File: src/rtl/shift_sequencer_if.sv
// Control and command bundle between the board controls and shift_sequencer.
// The repeat_en member exists only when SHIFT_SEQ_REPEAT_EN is defined.
interface shift_sequencer_if #(
   parameter int DIV_W = 24
);
   logic             start;
   logic             stop;
   logic [7:0]       pattern;
   logic [1:0]       mode;
   logic [3:0]       steps;
   logic [DIV_W-1:0] div;
`ifdef SHIFT_SEQ_REPEAT_EN
   // "repeat" is a reserved word, so the repeat request is carried as repeat_en.
   logic             repeat_en;
`endif
   logic             sh_load;
   logic [7:0]       sh_data;
   logic [1:0]       sh_func;
   logic             busy;
   logic             done;
   logic [3:0]       step_cnt;

   modport master (
`ifdef SHIFT_SEQ_REPEAT_EN
      output repeat_en,
`endif
      output start, stop, pattern, mode, steps, div,
      input  sh_load, sh_data, sh_func, busy, done, step_cnt
   );

   modport slave (
`ifdef SHIFT_SEQ_REPEAT_EN
      input  repeat_en,
`endif
      input  start, stop, pattern, mode, steps, div,
      output sh_load, sh_data, sh_func, busy, done, step_cnt
   );
endinterface

File: src/rtl/shift_sequencer.sv
// Control FSM for the 8-bit LED shift register: loads a pattern, then issues timed shifts.
// Optional feature: SHIFT_SEQ_REPEAT_EN adds auto-restart of finite sequences.
module shift_sequencer #(
   parameter int DIV_W = 24
) (
   input logic               clk,
   input logic               clear,
   shift_sequencer_if.slave  bus
);
   typedef enum logic [1:0] {IDLE, LOAD, RUN, DONE} state_t;

   localparam logic [1:0] MODE_HOLD   = 2'b00;
   localparam logic [1:0] MODE_RIGHT  = 2'b01;
   localparam logic [1:0] MODE_LEFT   = 2'b10;
   localparam logic [1:0] FUNC_NONE   = 2'b00;
   localparam logic [1:0] FUNC_RIGHT  = 2'b01;
   localparam logic [1:0] FUNC_LEFT   = 2'b10;

   state_t           state_q, state_d;
   logic [DIV_W-1:0] presc_q, presc_d, div_q, div_d;
   logic [3:0]       step_cnt_q, step_cnt_d, steps_q, steps_d;
   logic [7:0]       pattern_q, pattern_d, sh_data_q, sh_data_d;
   logic [1:0]       mode_q, mode_d, func_q, func_d;
   logic [2:0]       pos_q, pos_d;
   logic             dir_q, dir_d;
   logic             sh_load_q, sh_load_d, busy_q, busy_d, done_q, done_d;
`ifdef SHIFT_SEQ_REPEAT_EN
   logic             repeat_q, repeat_d;
`endif
   logic             tick;

   function automatic logic [1:0] dir_func(input logic [1:0] mode, input logic dir_left);
      case (mode)
         MODE_HOLD:  return FUNC_NONE;
         MODE_RIGHT: return FUNC_RIGHT;
         MODE_LEFT:  return FUNC_LEFT;
         default:    return dir_left ? FUNC_LEFT : FUNC_RIGHT;
      endcase
   endfunction

   assign tick = (state_q == RUN) && (presc_q == div_q);

   always_comb begin
      // NOTE: every variable gets a default before the case, so no path can infer a latch.
      state_d    = state_q;
      presc_d    = presc_q;
      div_d      = div_q;
      step_cnt_d = step_cnt_q;
      steps_d    = steps_q;
      pattern_d  = pattern_q;
      mode_d     = mode_q;
      pos_d      = pos_q;
      dir_d      = dir_q;
`ifdef SHIFT_SEQ_REPEAT_EN
      repeat_d   = repeat_q;
`endif
      sh_load_d  = 1'b0;
      sh_data_d  = 8'h00;
      func_d     = FUNC_NONE;
      busy_d     = 1'b0;
      done_d     = 1'b0;

      unique case (state_q)
         IDLE: begin
            if (bus.start) begin
               pattern_d  = bus.pattern;
               mode_d     = bus.mode;
               steps_d    = bus.steps;
               div_d      = bus.div;
`ifdef SHIFT_SEQ_REPEAT_EN
               repeat_d   = bus.repeat_en;
`endif
               step_cnt_d = 4'd0;
               state_d    = LOAD;
               sh_load_d  = 1'b1;
               sh_data_d  = bus.pattern;
               busy_d     = 1'b1;
            end
         end
         LOAD: begin
            if (bus.stop) begin
               state_d = IDLE;
            end else begin
               state_d    = RUN;
               presc_d    = '0;
               step_cnt_d = 4'd0;
               dir_d      = 1'b0;
               pos_d      = 3'd0;
               busy_d     = 1'b1;
               if (div_q == '0) func_d = dir_func(mode_q, 1'b0);
            end
         end
         RUN: begin
            if (bus.stop) begin
               state_d = IDLE;
            end else begin
               busy_d = 1'b1;
               if (tick) begin
                  presc_d    = '0;
                  step_cnt_d = step_cnt_q + 4'd1;
                  // Bounce flips direction after seven shifts each way.
                  if (mode_q == 2'b11) begin
                     if (pos_q == 3'd6) begin
                        pos_d = 3'd0;
                        dir_d = ~dir_q;
                     end else begin
                        pos_d = pos_q + 3'd1;
                     end
                  end
                  if ((steps_q != 4'd0) && (step_cnt_d == steps_q)) begin
                     state_d = DONE;
                     done_d  = 1'b1;
                  end else if (div_q == '0) begin
                     func_d = dir_func(mode_q, dir_d);
                  end
               end else begin
                  presc_d = presc_q + DIV_W'(1);
                  if (presc_d == div_q) func_d = dir_func(mode_q, dir_q);
               end
            end
         end
         DONE: begin
            state_d = IDLE;
`ifdef SHIFT_SEQ_REPEAT_EN
            if (repeat_q) begin
               state_d    = LOAD;
               step_cnt_d = 4'd0;
               sh_load_d  = 1'b1;
               sh_data_d  = pattern_q;
               busy_d     = 1'b1;
            end
`endif
         end
         default: state_d = IDLE;
      endcase
   end

   always_ff @(posedge clk or posedge clear) begin
      if (clear) begin
         state_q    <= IDLE;
         presc_q    <= '0;
         div_q      <= '0;
         step_cnt_q <= 4'd0;
         steps_q    <= 4'd0;
         pattern_q  <= 8'h00;
         mode_q     <= MODE_HOLD;
         pos_q      <= 3'd0;
         dir_q      <= 1'b0;
`ifdef SHIFT_SEQ_REPEAT_EN
         repeat_q   <= 1'b0;
`endif
         sh_load_q  <= 1'b0;
         sh_data_q  <= 8'h00;
         func_q     <= FUNC_NONE;
         busy_q     <= 1'b0;
         done_q     <= 1'b0;
      end else begin
         // NOTE: non-blocking so every flop samples the pre-edge value of its peers.
         state_q    <= state_d;
         presc_q    <= presc_d;
         div_q      <= div_d;
         step_cnt_q <= step_cnt_d;
         steps_q    <= steps_d;
         pattern_q  <= pattern_d;
         mode_q     <= mode_d;
         pos_q      <= pos_d;
         dir_q      <= dir_d;
`ifdef SHIFT_SEQ_REPEAT_EN
         repeat_q   <= repeat_d;
`endif
         sh_load_q  <= sh_load_d;
         sh_data_q  <= sh_data_d;
         func_q     <= func_d;
         busy_q     <= busy_d;
         done_q     <= done_d;
      end
   end

   assign bus.sh_load  = sh_load_q;
   assign bus.sh_data  = sh_data_q;
   // A stop arriving in a tick cycle must cancel that cycle's shift.
   assign bus.sh_func  = bus.stop ? FUNC_NONE : func_q;
   assign bus.busy     = busy_q;
   assign bus.done     = done_q;
   assign bus.step_cnt = step_cnt_q;
endmodule

File: src/flat_wrapper.sv
// flat-port wrapper written by rule: the top's interface ports become plain ports
module shift_sequencer_flat 
#(
   parameter int DIV_W = 24
)
  (clk, clear, bus_start, bus_stop, bus_pattern, bus_mode, bus_steps, bus_div, bus_sh_load, bus_sh_data, bus_sh_func, bus_busy, bus_done, bus_step_cnt);
  shift_sequencer_if #(.DIV_W(DIV_W)) bus_i ();
  input logic clk;
  input logic clear;
  input wire logic [$bits(bus_i.start)-1:0] bus_start;
  input wire logic [$bits(bus_i.stop)-1:0] bus_stop;
  input wire logic [$bits(bus_i.pattern)-1:0] bus_pattern;
  input wire logic [$bits(bus_i.mode)-1:0] bus_mode;
  input wire logic [$bits(bus_i.steps)-1:0] bus_steps;
  input wire logic [$bits(bus_i.div)-1:0] bus_div;
  output wire logic [$bits(bus_i.sh_load)-1:0] bus_sh_load;
  output wire logic [$bits(bus_i.sh_data)-1:0] bus_sh_data;
  output wire logic [$bits(bus_i.sh_func)-1:0] bus_sh_func;
  output wire logic [$bits(bus_i.busy)-1:0] bus_busy;
  output wire logic [$bits(bus_i.done)-1:0] bus_done;
  output wire logic [$bits(bus_i.step_cnt)-1:0] bus_step_cnt;
  assign bus_i.start = bus_start;
  assign bus_i.stop = bus_stop;
  assign bus_i.pattern = bus_pattern;
  assign bus_i.mode = bus_mode;
  assign bus_i.steps = bus_steps;
  assign bus_i.div = bus_div;
  assign bus_sh_load = bus_i.sh_load;
  assign bus_sh_data = bus_i.sh_data;
  assign bus_sh_func = bus_i.sh_func;
  assign bus_busy = bus_i.busy;
  assign bus_done = bus_i.done;
  assign bus_step_cnt = bus_i.step_cnt;
  shift_sequencer #(.DIV_W(DIV_W)) u_core (.clk(clk), .clear(clear), .bus(bus_i));
endmodule
File: config.mk
export PLATFORM = sky130hd
export DESIGN_NAME = shift_sequencer_flat
export DESIGN_NICKNAME = d
export VERILOG_FILES = /design/src/rtl/shift_sequencer_if.sv /design/src/rtl/shift_sequencer.sv /design/src/flat_wrapper.sv
export SDC_FILE = /design/constraint.sdc
export NUM_CORES = 1
export LEC_CHECK = 0
export ABC_CLOCK_PERIOD_IN_PS = 2520
export CORE_MARGIN = 3
export CORE_UTILIZATION = 49
export CTS_CLUSTER_DIAMETER = 40
export CTS_CLUSTER_SIZE = 8
export DETAILED_ROUTE_END_ITERATION = 6
export PLACE_DENSITY = 0.74
export SYNTH_ARGS = -nofsm -noshare
export SYNTH_HDL_FRONTEND = slang
export SYNTH_SLANG_ARGS = --single-unit
export TNS_END_PERCENT = 100
File: constraint.sdc
create_clock -name clk -period 2.52 [get_ports clk]
set_clock_uncertainty 0.2 [all_clocks]
set_input_delay 0.378 -clock clk [delete_from_list [all_inputs] [get_ports clk]]
set_output_delay 0.378 -clock clk [all_outputs]
set_load 0.02 [all_outputs]
==> results of run 1 <==
==> power by group through the flow <==
stage	Clock (uW)	Sequential (uW)	Combinational, uW
2_1_floorplan	0	1870	1270
5_1_grt	944	1960	2670
3_3_place_gp	0	1880	2170
6_report	878	1920	2480
4_1_cts	894	1890	2280
3_5_place_dp	0	1900	2200
==> final cells by class <==
class / count / area, um2
Multi-Input combinational cell: 342 / 2810
Fill cell: 597 / 2210
Sequential cell: 77 / 1930
Timing Repair Buffer: 162 / 1450
Clock buffer: 11 / 141
Tap cell: 108 / 135
Inverter: 14 / 56.3
Clock inverter: 5 / 35.0
==> final timing paths <==
kind / startpoint / to / slack, ns / cells after the start
max in group asynchronous: clear / u_core.presc_q[0] / 1.50 / 3
worst min register to register: u_core.steps_q[0] / u_core.steps_q[0] / 0.33 / 1
worst max-delay path: u_core.presc_q[1] / u_core.func_q[0] / -0.34 / 9
worst min-delay path: clear / u_core.div_q[0] / 0.28 / 3
worst max register to register: u_core.presc_q[1] / u_core.func_q[0] / -0.34 / 9
min in group clk: u_core.steps_q[0] / u_core.steps_q[0] / 0.33 / 1
==> cells in the mapped netlist, drive strengths merged, types with 2 or more instances <==
| master | instances | share of area |
|---|---|---|
| nor3 | 9 | 0.013 |
| o22a | 2 | 0.0039 |
| xor2 | 22 | 0.043 |
| a31oi | 2 | 0.0028 |
| nand4 | 15 | 0.025 |
| a2111oi | 2 | 0.0054 |
| nor4b | 2 | 0.0039 |
| a21oi | 9 | 0.010 |
| nor2 | 31 | 0.026 |
| clkbuf | 17 | 0.014 |
| nand3 | 14 | 0.017 |
| nor4 | 14 | 0.023 |
| buf | 6 | 0.0068 |
| nor3b | 7 | 0.014 |
| or2 | 2 | 0.0028 |
| xnor2 | 23 | 0.045 |
| mux2i | 5 | 0.011 |
| mux2 | 30 | 0.076 |
| dfrtp | 77 | 0.43 |
| inv | 14 | 0.012 |
| nand3b | 3 | 0.0051 |
| a22o | 3 | 0.0059 |
| o211ai | 6 | 0.010 |
| nor2b | 5 | 0.0071 |
| and2 | 4 | 0.0056 |
| nand2b | 3 | 0.0042 |
| and4 | 3 | 0.0059 |
| and3 | 14 | 0.020 |
| nand2 | 37 | 0.031 |
| o41ai | 2 | 0.0039 |
| nand4b | 3 | 0.0059 |
| ha | 6 | 0.017 |
| or3 | 2 | 0.0028 |
| o31ai | 14 | 0.024 |
| o21ai | 37 | 0.042 |
==> cell families after synthesis <==
group,synth area share
AND/OR/NAND/NOR,0.215
AO/OA/AOI/OAI,0.124
flip-flops,0.434
XOR/XNOR,0.0889
buffers and inverters,0.0330
multiplexers,0.0874
adder cells (fa/ha/maj),0.0169
==> registers in the layout (all words and copies together), names as in the netlist <==
name and flops:
u_core.div_q 24, u_core.mode_q 2, u_core.bus.done 1, u_core.bus.step_cnt 4, u_core.steps_q 4, u_core.bus.sh_load 1, u_core.dir_q 1, u_core.pos_q 3
u_core.bus.busy 1, u_core.state_q 2, u_core.func_q 2, u_core.bus.sh_data 8, u_core.presc_q 24
==> tightest hold or removal path: cells and delay by family <==
kind	cells	cell delay (ns)
buffers and inverters	3	0.88
==> what timing repair did <==
action	4_1_cts	5_1_grt
gates resized for setup	26	86
endpoints found under the setup margin	23	36
pin swaps	16	35
buffers inserted	18	6
cloned	1	1
hold endpoints to repair	0	0
==> routing by layer <==
| metal | wire length (um) | vias to the layer above | track usage |
|---|---|---|---|
| li1 | - | 1947 | - |
| met1 | 5580 | 2049 | 0.345 |
| met2 | 6450 | 175 | 0.401 |
| met3 | 712 | 36 | 0.0434 |
| met4 | 455 | 0 | 0.113 |
| met5 | 0 | - | 0 |
==> stage by stage <==
stage / setup TNS (ns) / power [uW] / util
after global placement: -0.551 / 4050 / 0.656
after global routing: -4.10 / 5570 / 0.748
after detailed placement: -1.66 / 4100 / 0.656
final: -2.47 / 5270 / 0.748
after floorplan: -0.146 / 3140 / -
after CTS: -0.308 / 5070 / 0.705
==> impl_metrics.csv, run 1 <==
group,metric,value,unit
power_and_ir_drop,p_comb_frac,0.470,
layout,final_cell_mix,"buf_4 (90), dfrtp_1 (72), clkdlybuf4s50_1 (58)",
layout,antenna_cells,0,
detailed_routing,vias,4207,
detailed_routing,drc_errors,0,
logic_synthesis,yosysSeqAreaShare,0.434,
sta,timing.hold.ws,0.284,ns
floorplan,fp.dieH,101,um
logic_synthesis,syn_nets,504,
global_routing,grt.overflow.total,0,
layout,layout_commonest_cell,"buf_4",
status,status,"complete, but fails checks",
logic_synthesis,ys_seq_elements,77,
power_and_ir_drop,power.density,804,nW/um2
worst_setup_path,crit_required,2.56,ns
detailed_routing,first_iter_violations,345,
power_and_ir_drop,p_int,3180,uW
global_routing,grt_max_degree,78,
sta,final-hold-violation-count,0,
placement,numPortBuffers,58,
clock_tree,htreeDepth,3,
floorplan,dieArea,10200,um2
detailed_routing,finalWirelength,13200,um
worst_setup_path,worst-setup-path-type,"flip-flop to flip-flop",
logic_synthesis,netlist_instances,456,
floorplan,core,8760,um2
layout,areaGrowthSynthToFinish,47.8,%
worst_setup_path,crit_buf_inv,1,
sta,tightest_slew,0.509,ns
detailed_routing,wl_per_cell,18.4,um
global_routing,track_usage,0.254,
clock_tree,numCtsBuffers,9,
sta,setup_ws,-0.342,ns
clock_tree,clock_latency,0.36,ns
logic_synthesis,ys_types,53,
worst_setup_path,path_delay_family,"simple AND/OR/NAND/NOR gates",
clock_tree,cts_hold_buf,0,
logic_synthesis,synthArstFlopShare,1.00,
layout,drive_gt1_frac,0.350,
layout,fin_nets,654,
sta,min_period,2.86,ns
worst_setup_path,critical_path.cell_chain,"buf_6, xor2_1, or4_1, nor2_1, nand4_1, nor3b_2, xor2_1, a2111oi_4, o311a_1",
worst_setup_path,path_common_cell,"xor2_1",
sta,finalCritPeriodShare,1.14,
power_and_ir_drop,sw_frac_of_total,0.397,
placement,placed_area,5750,um2
clock_tree,clockBufferDepth,2,
floorplan,fp-row-count,34,
power_and_ir_drop,power_frac_seq,0.364,
sta,setup_viol,25,
worst_setup_path,endpoint_kind,"flip-flop",
detailed_routing,vias_per_cell,5.85,
logic_synthesis,synthFlopType,"dfrtp_1",
run,max_cap_viol_count,0,
worst_setup_path,cp_max_fo,4,
worst_setup_path,worstPathArrival,2.90,ns
logic_synthesis,syn_area,4440,um2
power_and_ir_drop,leakagePower,0.00282,uW
layout,fin_cells,719,
placement,place_inst,682,
worst_hold_path,holdCritPathClass,"input pin to async pin",
sta,max_freq,0.349,GHz
worst_setup_path,cp-start-kind,"flip-flop",
placement,place_ws,-0.343,ns
placement,finalWeightedCongestion,0.935,
power_and_ir_drop,power.switching,2090,uW
sta,slew-limit-headroom,0.658,
placement,hpwl,8620,um
detailed_routing,drtAntennaViolNets,0,
logic_synthesis,synth_edf_count,0,
power_and_ir_drop,peakVddDrop,0.497,mV
clock_tree,cts.sinks,77,
sta,slew_violations,0,
logic_synthesis,yosysWarnings,0,
floorplan,start_util,0.506,
logic_synthesis,postSynthAreaPerCell,9.73,um2
clock_tree,root_buffer,"clkbuf_8",
global_routing,grt_pass1_vias,4177,
floorplan,chipWidth,101,um
global_routing,grt_pass1_wl,20500,um
global_routing,antenna_found_initial,0,
status,violations,"setup timing",
detailed_routing,firstDrtPassIters,5,
sta,rsz0062_at_grt,"true",
floorplan,ios,59,
worst_setup_path,cpMaxStageDelayCell,"dfrtp_2",
worst_setup_path,max_stage_delay,0.47,ns
clock_tree,clk_pin_slew,0.09,ns
layout,fin_area,6560,um2
power_and_ir_drop,p_clk_frac,0.167,
clock_tree,cts_tree,"built",
Note: power is estimated with default switching activity, not from simulation.
==> run 2, diff against run 1 <==
- PLACE_DENSITY: 0.74 -> unset
- PLACE_DENSITY_LB_ADDON: unset -> 0.1
==> run 2 against run 1 <==
Against the previous run:
- the flow still finishes with violations (setup timing)
- count of clock-buffer cells in the layout shrank 1
- register-to-register slack gained 0.17 ns
- die area is the same
- fmax grew 6.3%
- flip-flop and latch count is the same
- worst setup slack gained 0.17 ns
- total power grew 3.7%
- critical path depth is the same
- combinational power grew 9.7%
==> impl_metrics.csv, run 2 (synthesis results as in run 1) <==
group,metric,value,unit
clock_tree,cts.sinks,77,
placement,placed_area,5810,um2
sta,slew_violations,0,
placement,finalWeightedCongestion,0.976,
sta,rsz0062_at_grt,"true",
power_and_ir_drop,power.density,830,nW/um2
worst_setup_path,r2r_cells,9,
sta,final-hold-violation-count,0,
layout,antenna_cells,0,
sta,finalCritPeriodShare,1.07,
clock_tree,clockBufferDepth,2,
placement,place_ws,-0.244,ns
clock_tree,root_buffer,"clkbuf_8",
sta,tightest_slew,0.490,ns
floorplan,chipWidth,101,um
clock_tree,cts_tree,"built",
layout,fin_nets,662,
run,max_cap_viol_count,0,
placement,hpwl,9070,um
worst_setup_path,cpMaxStageDelayCell,"dfrtp_1",
floorplan,start_util,0.506,
detailed_routing,firstDrtPassIters,5,
layout,drive_gt1_frac,0.363,
power_and_ir_drop,leakagePower,0.00280,uW
worst_setup_path,crit_required,2.56,ns
sta,setup_ws,-0.173,ns
sta,setup_tns,-1.75,ns
detailed_routing,finalWirelength,13300,um
sta,max_freq,0.371,GHz
status,status,"complete, but fails checks",
status,violations,"setup timing",
worst_setup_path,max_stage_delay,0.40,ns
global_routing,grt_pass1_vias,4172,
clock_tree,clock_latency,0.36,ns
detailed_routing,drc_errors,0,
clock_tree,clk_pin_slew,0.08,ns
sta,setup_viol,25,
detailed_routing,vias_per_cell,5.70,
floorplan,ios,59,
worst_setup_path,cp_max_fo,3,
global_routing,grt.overflow.total,0,
detailed_routing,vias,4143,
detailed_routing,first_iter_violations,215,
power_and_ir_drop,sw_frac_of_total,0.398,
power_and_ir_drop,peakVddDrop,0.491,mV
worst_setup_path,worst-setup-path-type,"flip-flop to flip-flop",
sta,timing.hold.ws,0.241,ns
power_and_ir_drop,power_frac_seq,0.348,
worst_setup_path,path_common_cell,"nand4_1",
layout,areaGrowthSynthToFinish,48.4,%
global_routing,grt_pass1_wl,21400,um
global_routing,grt_max_degree,78,
detailed_routing,wl_per_cell,18.3,um
placement,numPortBuffers,58,
layout,fin_area,6580,um2
sta,slew-limit-headroom,0.670,
floorplan,dieArea,10200,um2
layout,final_cell_mix,"buf_4 (94), dfrtp_1 (71), clkdlybuf4s50_1 (58)",
detailed_routing,drtAntennaViolNets,0,
power_and_ir_drop,p_clk_frac,0.155,
worst_setup_path,cp-start-kind,"flip-flop",
clock_tree,cts_hold_buf,0,
worst_setup_path,endpoint_kind,"flip-flop",
power_and_ir_drop,total_power,5460,uW
worst_setup_path,critical_path.cell_chain,"xnor2_1, nand4_1, nor4_2, buf_4, nand4_1, nor3b_2, xor2_1, a2111oi_2, o311a_1",
power_and_ir_drop,p_int,3290,uW
worst_hold_path,holdCritPathClass,"input pin to async pin",
floorplan,fp.dieH,101,um
floorplan,core,8760,um2
layout,layout_commonest_cell,"buf_4",
power_and_ir_drop,power.switching,2180,uW
worst_setup_path,worstPathArrival,2.74,ns
global_routing,track_usage,0.269,
sta,min_period,2.69,ns
clock_tree,htreeDepth,3,
power_and_ir_drop,p_comb_frac,0.497,
floorplan,fp-row-count,34,
clock_tree,numCtsBuffers,9,
global_routing,antenna_found_initial,0,
-- run 2: path summary, 6_finish.rpt --
check	end	from	slack, ns
setup / recovery	u_core.func_q[0]	u_core.presc_q[13]	-0.17
hold / removal	u_core.div_q[6]	clear	0.24
setup reg to reg	u_core.func_q[0]	u_core.presc_q[13]	-0.17
hold reg to reg	u_core.presc_q[23]	u_core.presc_q[23]	0.33
max in group asynchronous	u_core.presc_q[10]	clear	1.49
min in group clk	u_core.presc_q[23]	u_core.presc_q[23]	0.33
-- run 2: cell type report --
cell class                      instances  area (um2)
Clock buffer                           10         128
Clock inverter                          6        40.0
Fill cell                             636        2180
Inverter                               14        56.3
Multi-Input combinational cell        342        2730
Sequential cell                        77        1930
Tap cell                              108         135
Timing Repair Buffer                  170        1560
-- run 2: stage by stage --
stage,cells,util
final,727,0.751
after detailed placement,688,0.663
after CTS,727,0.731
after global placement,688,0.663
after global routing,727,0.751
after floorplan,456,-
-- run 2: what timing repair did --
action	4_1_cts	5_1_grt
pin swaps	17	27
gates cloned	4	0
endpoints found under the hold margin	0	0
setup endpoints to repair	23	35
gates resized for setup	66	51
setup buffers	19	2
-- run 2: power by group through the flow --
stage | combinational, uW | clock [uW] | sequential, uW
after floorplan | 1270 | 0 | 1870
after global placement | 2270 | 0 | 1890
after CTS | 2610 | 862 | 1890
after global routing | 2940 | 912 | 1930
after detailed placement | 2310 | 0 | 1900
final | 2720 | 846 | 1900
-- run 2: critical path, delay by kind of cell, from the launching register on --
kind / cells / cell delay (ns)
and+or+nand+nor: 4 / 0.83
DFF: 1 / 0.40
xor gates and xnor gates: 2 / 0.55
buffers and inverters: 1 / 0.16
AOI/OAI and AO/OA: 2 / 0.44
-- run 2: metal layers --
metal  vias to the layer above  global-route usage  routed length (um)
met5                         -                   0                   0
met4                         0              0.0838                 298
met3                        22              0.0427                 575
met2                       114               0.445                6470
met1                      2038               0.364                5940
li1                       1969                   -                   -
==> run 3, diff against run 2 <==
- SLEW_MARGIN: unset -> 20
==> results of run 3 <==
Final layout, timing and power as in run 2 (identical DEF).
